`config.mk`:
```
export PLATFORM = sky130hd
export DESIGN_NAME = mempool_bank_arbiter
export DESIGN_NICKNAME = d
export VERILOG_FILES = /design/src/rtl/mempool_bank_arbiter.sv
export SDC_FILE = /design/constraint.sdc
export NUM_CORES = 1
export LEC_CHECK = 0
export BUFFER_PORTS_ARGS = -buffer_cell sky130_fd_sc_hd__clkbuf_2
export CAP_MARGIN = 20
export CORE_AREA = 2 2 163 165
export CTS_CLUSTER_SIZE = 10
export DETAILED_ROUTE_END_ITERATION = 8
export DIE_AREA = 0 0 165 167
export SYNTH_ARGS = -nofsm -noshare
export SYNTH_HDL_FRONTEND = slang
export SYNTH_SLANG_ARGS = --single-unit
```
`constraint.sdc`:
```
create_clock -name clk_i -period 4.55 [get_ports clk_i]
set_input_delay 0.6825 -clock clk_i [delete_from_list [all_inputs] [get_ports clk_i]]
set_output_delay 0.6825 -clock clk_i [all_outputs]
set_load 0.03 [all_outputs]
```
`src/rtl/mempool_bank_arbiter.sv`:
```
// Round-robin arbiter sharing one TCDM bank; AMOs run as bank read then locked write-back.
// Latency: response 1 cycle after grant; backpressure: no grant while an AMO write-back owns the bank.
module mempool_bank_arbiter #(
    parameter int unsigned NumReq        = 4,
    parameter int unsigned BankAddrWidth = 10
) (
    input  logic                       clk_i,
    input  logic                       rst_i,
    input  logic [NumReq-1:0]          req_valid_i,
    output logic [NumReq-1:0]          req_ready_o,
    input  logic [NumReq*32-1:0]       req_addr_i,
    input  logic [NumReq-1:0]          req_wen_i,
    input  logic [NumReq*32-1:0]       req_wdata_i,
    input  logic [NumReq*4-1:0]        req_be_i,
    input  logic [NumReq*4-1:0]        req_amo_i,
    output logic [NumReq-1:0]          resp_valid_o,
    output logic [31:0]                resp_rdata_o,
    output logic                       bank_req_o,
    output logic                       bank_we_o,
    output logic [BankAddrWidth-1:0]   bank_addr_o,
    output logic [31:0]                bank_wdata_o,
    output logic [3:0]                 bank_be_o,
    input  logic [31:0]                bank_rdata_i
);
    localparam int unsigned ByteOffset = 2;
    localparam int unsigned PtrW       = (NumReq > 1) ? $clog2(NumReq) : 1;

    typedef logic [31:0] data_t;
    typedef logic [3:0]  strb_t;
    typedef logic [3:0]  amo_t;
    typedef logic [BankAddrWidth-1:0] waddr_t;

    localparam amo_t AmoSwap = 4'd1;
    localparam amo_t AmoAdd  = 4'd2;
    localparam amo_t AmoAnd  = 4'd3;
    localparam amo_t AmoOr   = 4'd4;
    localparam amo_t AmoXor  = 4'd5;
    localparam amo_t AmoMax  = 4'd6;
    localparam amo_t AmoMaxu = 4'd7;
    localparam amo_t AmoMin  = 4'd8;
    localparam amo_t AmoMinu = 4'd9;

    typedef struct packed {
        amo_t   op;
        data_t  operand;
        waddr_t addr;
    } amo_state_t;

    typedef enum logic {IDLE, AMO_WB} state_e;

    state_e            state_q, state_d;
    logic [PtrW-1:0]   ptr_q;
    amo_state_t        amo_q;
    logic [NumReq-1:0] resp_vld_q;
    logic              resp_rd_q;

    logic              gnt_vld;
    logic [PtrW-1:0]   gnt_idx;
    logic [PtrW-1:0]   cand;
    int unsigned       idx;
    waddr_t            sel_waddr;
    data_t             sel_wdata;
    strb_t             sel_be;
    amo_t              sel_amo;
    logic              sel_wen;
    logic              sel_is_amo;
    logic              grant_fire;
    data_t             amo_result;

    // First valid requester at or after the pointer, wrapping.
    always_comb begin
        gnt_vld = 1'b0;
        gnt_idx = '0;
        cand    = '0;
        idx     = 0;
        for (int unsigned k = 0; k < NumReq; k++) begin
            idx  = (32'(ptr_q) + k) % NumReq;
            cand = PtrW'(idx);
            if (!gnt_vld && req_valid_i[cand]) begin
                gnt_vld = 1'b1;
                gnt_idx = cand;
            end
        end
    end

    assign sel_waddr  = req_addr_i[gnt_idx*32 + ByteOffset +: BankAddrWidth];
    assign sel_wdata  = req_wdata_i[gnt_idx*32 +: 32];
    assign sel_be     = req_be_i[gnt_idx*4 +: 4];
    assign sel_amo    = req_amo_i[gnt_idx*4 +: 4];
    assign sel_wen    = req_wen_i[gnt_idx];
    assign sel_is_amo = (sel_amo >= AmoSwap) && (sel_amo <= AmoMinu);
    assign grant_fire = (state_q == IDLE) && gnt_vld;

    always_comb begin
        amo_result = amo_q.operand;
        case (amo_q.op)
            AmoAdd:  amo_result = bank_rdata_i + amo_q.operand;
            AmoAnd:  amo_result = bank_rdata_i & amo_q.operand;
            AmoOr:   amo_result = bank_rdata_i | amo_q.operand;
            AmoXor:  amo_result = bank_rdata_i ^ amo_q.operand;
            AmoMax:  amo_result = ($signed(bank_rdata_i) > $signed(amo_q.operand)) ? bank_rdata_i : amo_q.operand;
            AmoMaxu: amo_result = (bank_rdata_i > amo_q.operand) ? bank_rdata_i : amo_q.operand;
            AmoMin:  amo_result = ($signed(bank_rdata_i) < $signed(amo_q.operand)) ? bank_rdata_i : amo_q.operand;
            AmoMinu: amo_result = (bank_rdata_i < amo_q.operand) ? bank_rdata_i : amo_q.operand;
            default: amo_result = amo_q.operand;
        endcase
    end

    // Outputs are forced quiet while reset is held so an abandoned write-back never reaches the bank.
    always_comb begin
        state_d      = state_q;
        req_ready_o  = '0;
        bank_req_o   = 1'b0;
        bank_we_o    = 1'b0;
        bank_addr_o  = '0;
        bank_wdata_o = '0;
        bank_be_o    = '0;
        if (!rst_i) begin
            case (state_q)
                IDLE: begin
                    if (gnt_vld) begin
                        req_ready_o[gnt_idx] = 1'b1;
                        bank_req_o           = 1'b1;
                        bank_addr_o          = sel_waddr;
                        if (sel_is_amo) begin
                            bank_be_o = 4'hF;
                            state_d   = AMO_WB;
                        end else begin
                            bank_we_o    = sel_wen;
                            bank_wdata_o = sel_wdata;
                            bank_be_o    = sel_be;
                        end
                    end
                end
                AMO_WB: begin
                    bank_req_o   = 1'b1;
                    bank_we_o    = 1'b1;
                    bank_addr_o  = amo_q.addr;
                    bank_wdata_o = amo_result;
                    bank_be_o    = 4'hF;
                    state_d      = IDLE;
                end
                default: state_d = IDLE;
            endcase
        end
    end

    always_ff @(posedge clk_i) begin
        if (rst_i) begin
            state_q    <= IDLE;
            ptr_q      <= '0;
            amo_q      <= '0;
            resp_vld_q <= '0;
            resp_rd_q  <= 1'b0;
        end else begin
            state_q    <= state_d;
            resp_vld_q <= req_ready_o;
            if (grant_fire) begin
                ptr_q     <= (gnt_idx == PtrW'(NumReq - 1)) ? '0 : gnt_idx + 1'b1;
                resp_rd_q <= sel_is_amo || !sel_wen;
                if (sel_is_amo) begin
                    amo_q <= '{op: sel_amo, operand: sel_wdata, addr: sel_waddr};
                end
            end
        end
    end

    assign resp_valid_o = rst_i ? '0 : resp_vld_q;
    assign resp_rdata_o = (!rst_i && (|resp_vld_q) && resp_rd_q) ? bank_rdata_i : '0;
endmodule

```
==> out/metrics.cfg <==
[synthesis]
ys.flop_type = dfxtp_1
avgSynthCellArea_um2 = 6.47
async_flop_share = 0
yosys_register_bits = 54
yosysUniqueCellTypes = 75
syn_inst = 1457
ys_seq_area_frac = 0.115
syn_area_um2 = 9430
yosysWarnings = 0
synth_edf_count = 0
synth_nets = 1888

[sta]
finalCriticalPeriod_ps = 4450
max_freq_ghz = 0.225
relSlewSlack = 0.337
finalHoldViolCount = 0
worstMarginPinSlew_ps = 995
setup_viol = 0
fin_worst_skew_ps = 4.71
period_share = 0.979
slew_violations = 0

[grt]
overflow = 0
use_met3 = 0.0483
grt.met2_usage = 0.479
antenna_found_initial = 2
grt_start_max_net_pins = 55
grt_pass1_vias = 11300
use_met1 = 0.389
top_usage_layer = met2
grtUsageTotal = 0.288
grt_pass1_wl_mm = 62.0

[placed_design]
hpwl_mm = 32.1
place_area_um2 = 12400
routabilityCongestion = 0.936
portBuffers = 329

[clock_tree]
root_buffer = clkbuf_16
cts_num_sinks = 54
numCtsBuffers = 5
clk_pin_slew_worst_paths_ps = 90
cts_tree = done
cts_hold_buf = 0
cts_max_level = 2
clk_latency_ps = 320
clock_path_buffers = 2

[critical_path]
cp_max_fo = 5
crit_arrival_ps = 3770
start_kind = input pin
endpoint_kind = output pin
critPathKind = in2out
cp.required_ps = 3870

[finish]
nets = 2283
syn_to_final_growth_pct = 35.6
drive_above_1_share = 0.333
final_area_um2 = 12800

[detailed_routing]
wl_mm = 40.9
final_antenna_net_count = 0
via_count = 12000
viasPerCell = 5.47
wire_per_inst_um = 18.7
drc = 0
drt_iter0_markers = 762
drt_first_pass_iters = 7

[status]
outcome = completed

[power_and_ir_drop]
power.leakage_uw = 0.00624
power-per-cell-area_nw_per_um2 = 721
p_total_uw = 9230
ir_worst_vdd_mv = 0.351

[floorplan]
die_y_um = 167
die_x_um = 165
coreArea_um2 = 25800
start_util = 0.366
fp-row-count = 59
die_area_um2 = 27600
ios = 418

[flow_run]
max_cap_viol_count = 0

[worst_hold_path]
hold_path.class = reg2reg

worst max-delay path, stage by stage:
cell and delay [ps]:
buf_2 140, ha_4 170, fa_2 340, a211o_1 290
a2111o_1 480, nand2_2 100, o211ai_1 230, and3_1 260
o31ai_2 270, a31oi_2 150, o21a_1 190, o31ai_1 190
buf_4 160, buf_6 120
metal layers:
metal  vias to the layer above  wire length (um)
met2                       467             19300
met1                      5569             17900
met3                        46              2910
met5                         -                 0
met4                         0               750
li1                       5896                 -
metrics by stage:
stage	utilization	hold WS [ps]	cells	setup slack [ps]	TNS (ps)
3_5_place_dp	0.480	448	2177	-102	-501
3_3_place_gp	0.480	442	2177	-135	-652
6_report	0.497	459	2190	97.5	0
4_1_cts	0.487	460	2186	11.3	0
2_1_floorplan	-	437	1457	88.6	0
5_1_grt	0.497	490	2189	-23.2	-59.1
path summary, 6_finish.rpt:
kind	slack (ps)	cells after the start	startpoint	end
worst max-delay path	100	14	bank_rdata_i[0]	bank_wdata_o[30]
worst min-delay path	460	2	amo_q[1]	amo_q[1]
worst max register to register	1320	10	ptr_q[1]	amo_q[36]
worst min register to register	460	2	amo_q[1]	amo_q[1]
synth_stat cells (26+ instances only):
cell type / number / area (um2)
nand2_1: 314 / 1180
inv_1: 82 / 308
nand3_1: 68 / 340
and2_1: 47 / 294
a21oi_1: 91 / 455
clkbuf_1: 66 / 248
o211ai_1: 26 / 195
dfxtp_1: 54 / 1080
o21ai_0: 126 / 631
ha_1: 100 / 1250
mux2_2: 30 / 338
nor2_1: 98 / 368
cells in the final DEF, fill, tap and decap left out, types with 8 or more instances in the layout:
cell	instances
a211o_1	9
a211oi_1	15
a21o_1	16
a21oi_1	88
a221o_1	9
a221oi_1	11
a22oi_1	8
and2_1	47
and3_1	8
buf_4	157
clkbuf_2	321
dfxtp_1	50
ha_1	88
inv_1	81
mux2_2	30
nand2_1	312
nand2b_1	11
nand3_1	67
nand4_1	9
nor2_1	93
nor2b_1	21
nor3_1	18
o211ai_1	26
o21ai_0	118
o22ai_1	15
or2_2	17
or3_1	8
xnor2_1	12
cells by family (layout without fill, tap and decap cells):
kind of cell,count (synthesis),after routing,share of synthesized area
other cells,0,2,0
simple gates,643,643,0.316
flops,54,54,0.115
buf+inv,185,581,0.0812
compound gates,421,421,0.295
xor+xnor,16,16,0.0149
mux,37,37,0.0432
fa+ha+maj,101,101,0.135
report_power, final:
part / internal, uW / switching, uW
registers: 711 / 247
logic: 3110 / 4690
clock network: 227 / 240
total: 4050 / 5170
sequential cells by signal (all words and copies together), names as in the netlist:
| signal | cells |
|---|---|
| amo_q | 46 |
| resp_vld_q | 4 |
| ptr_q | 2 |
| resp_rd_q | 1 |
| state_q | 1 |
what timing repair did:
item,4_1_cts,5_1_grt
resized for setup,8,60
endpoints found under the setup margin,23,32
pin swaps,5,14
buffers inserted,1,2
final cells by class:
class	instances	area (um2)
flip-flops and latches	54	1090
multi-input cells	1218	7900
clock inverters	2	20.0
fillers	2657	13000
inverters	83	312
clock buffers	6	139
repair buffers	490	2920
well taps	335	419
diodes	2	5.00
No activity file was read; power rests on OpenSTA's default activity.
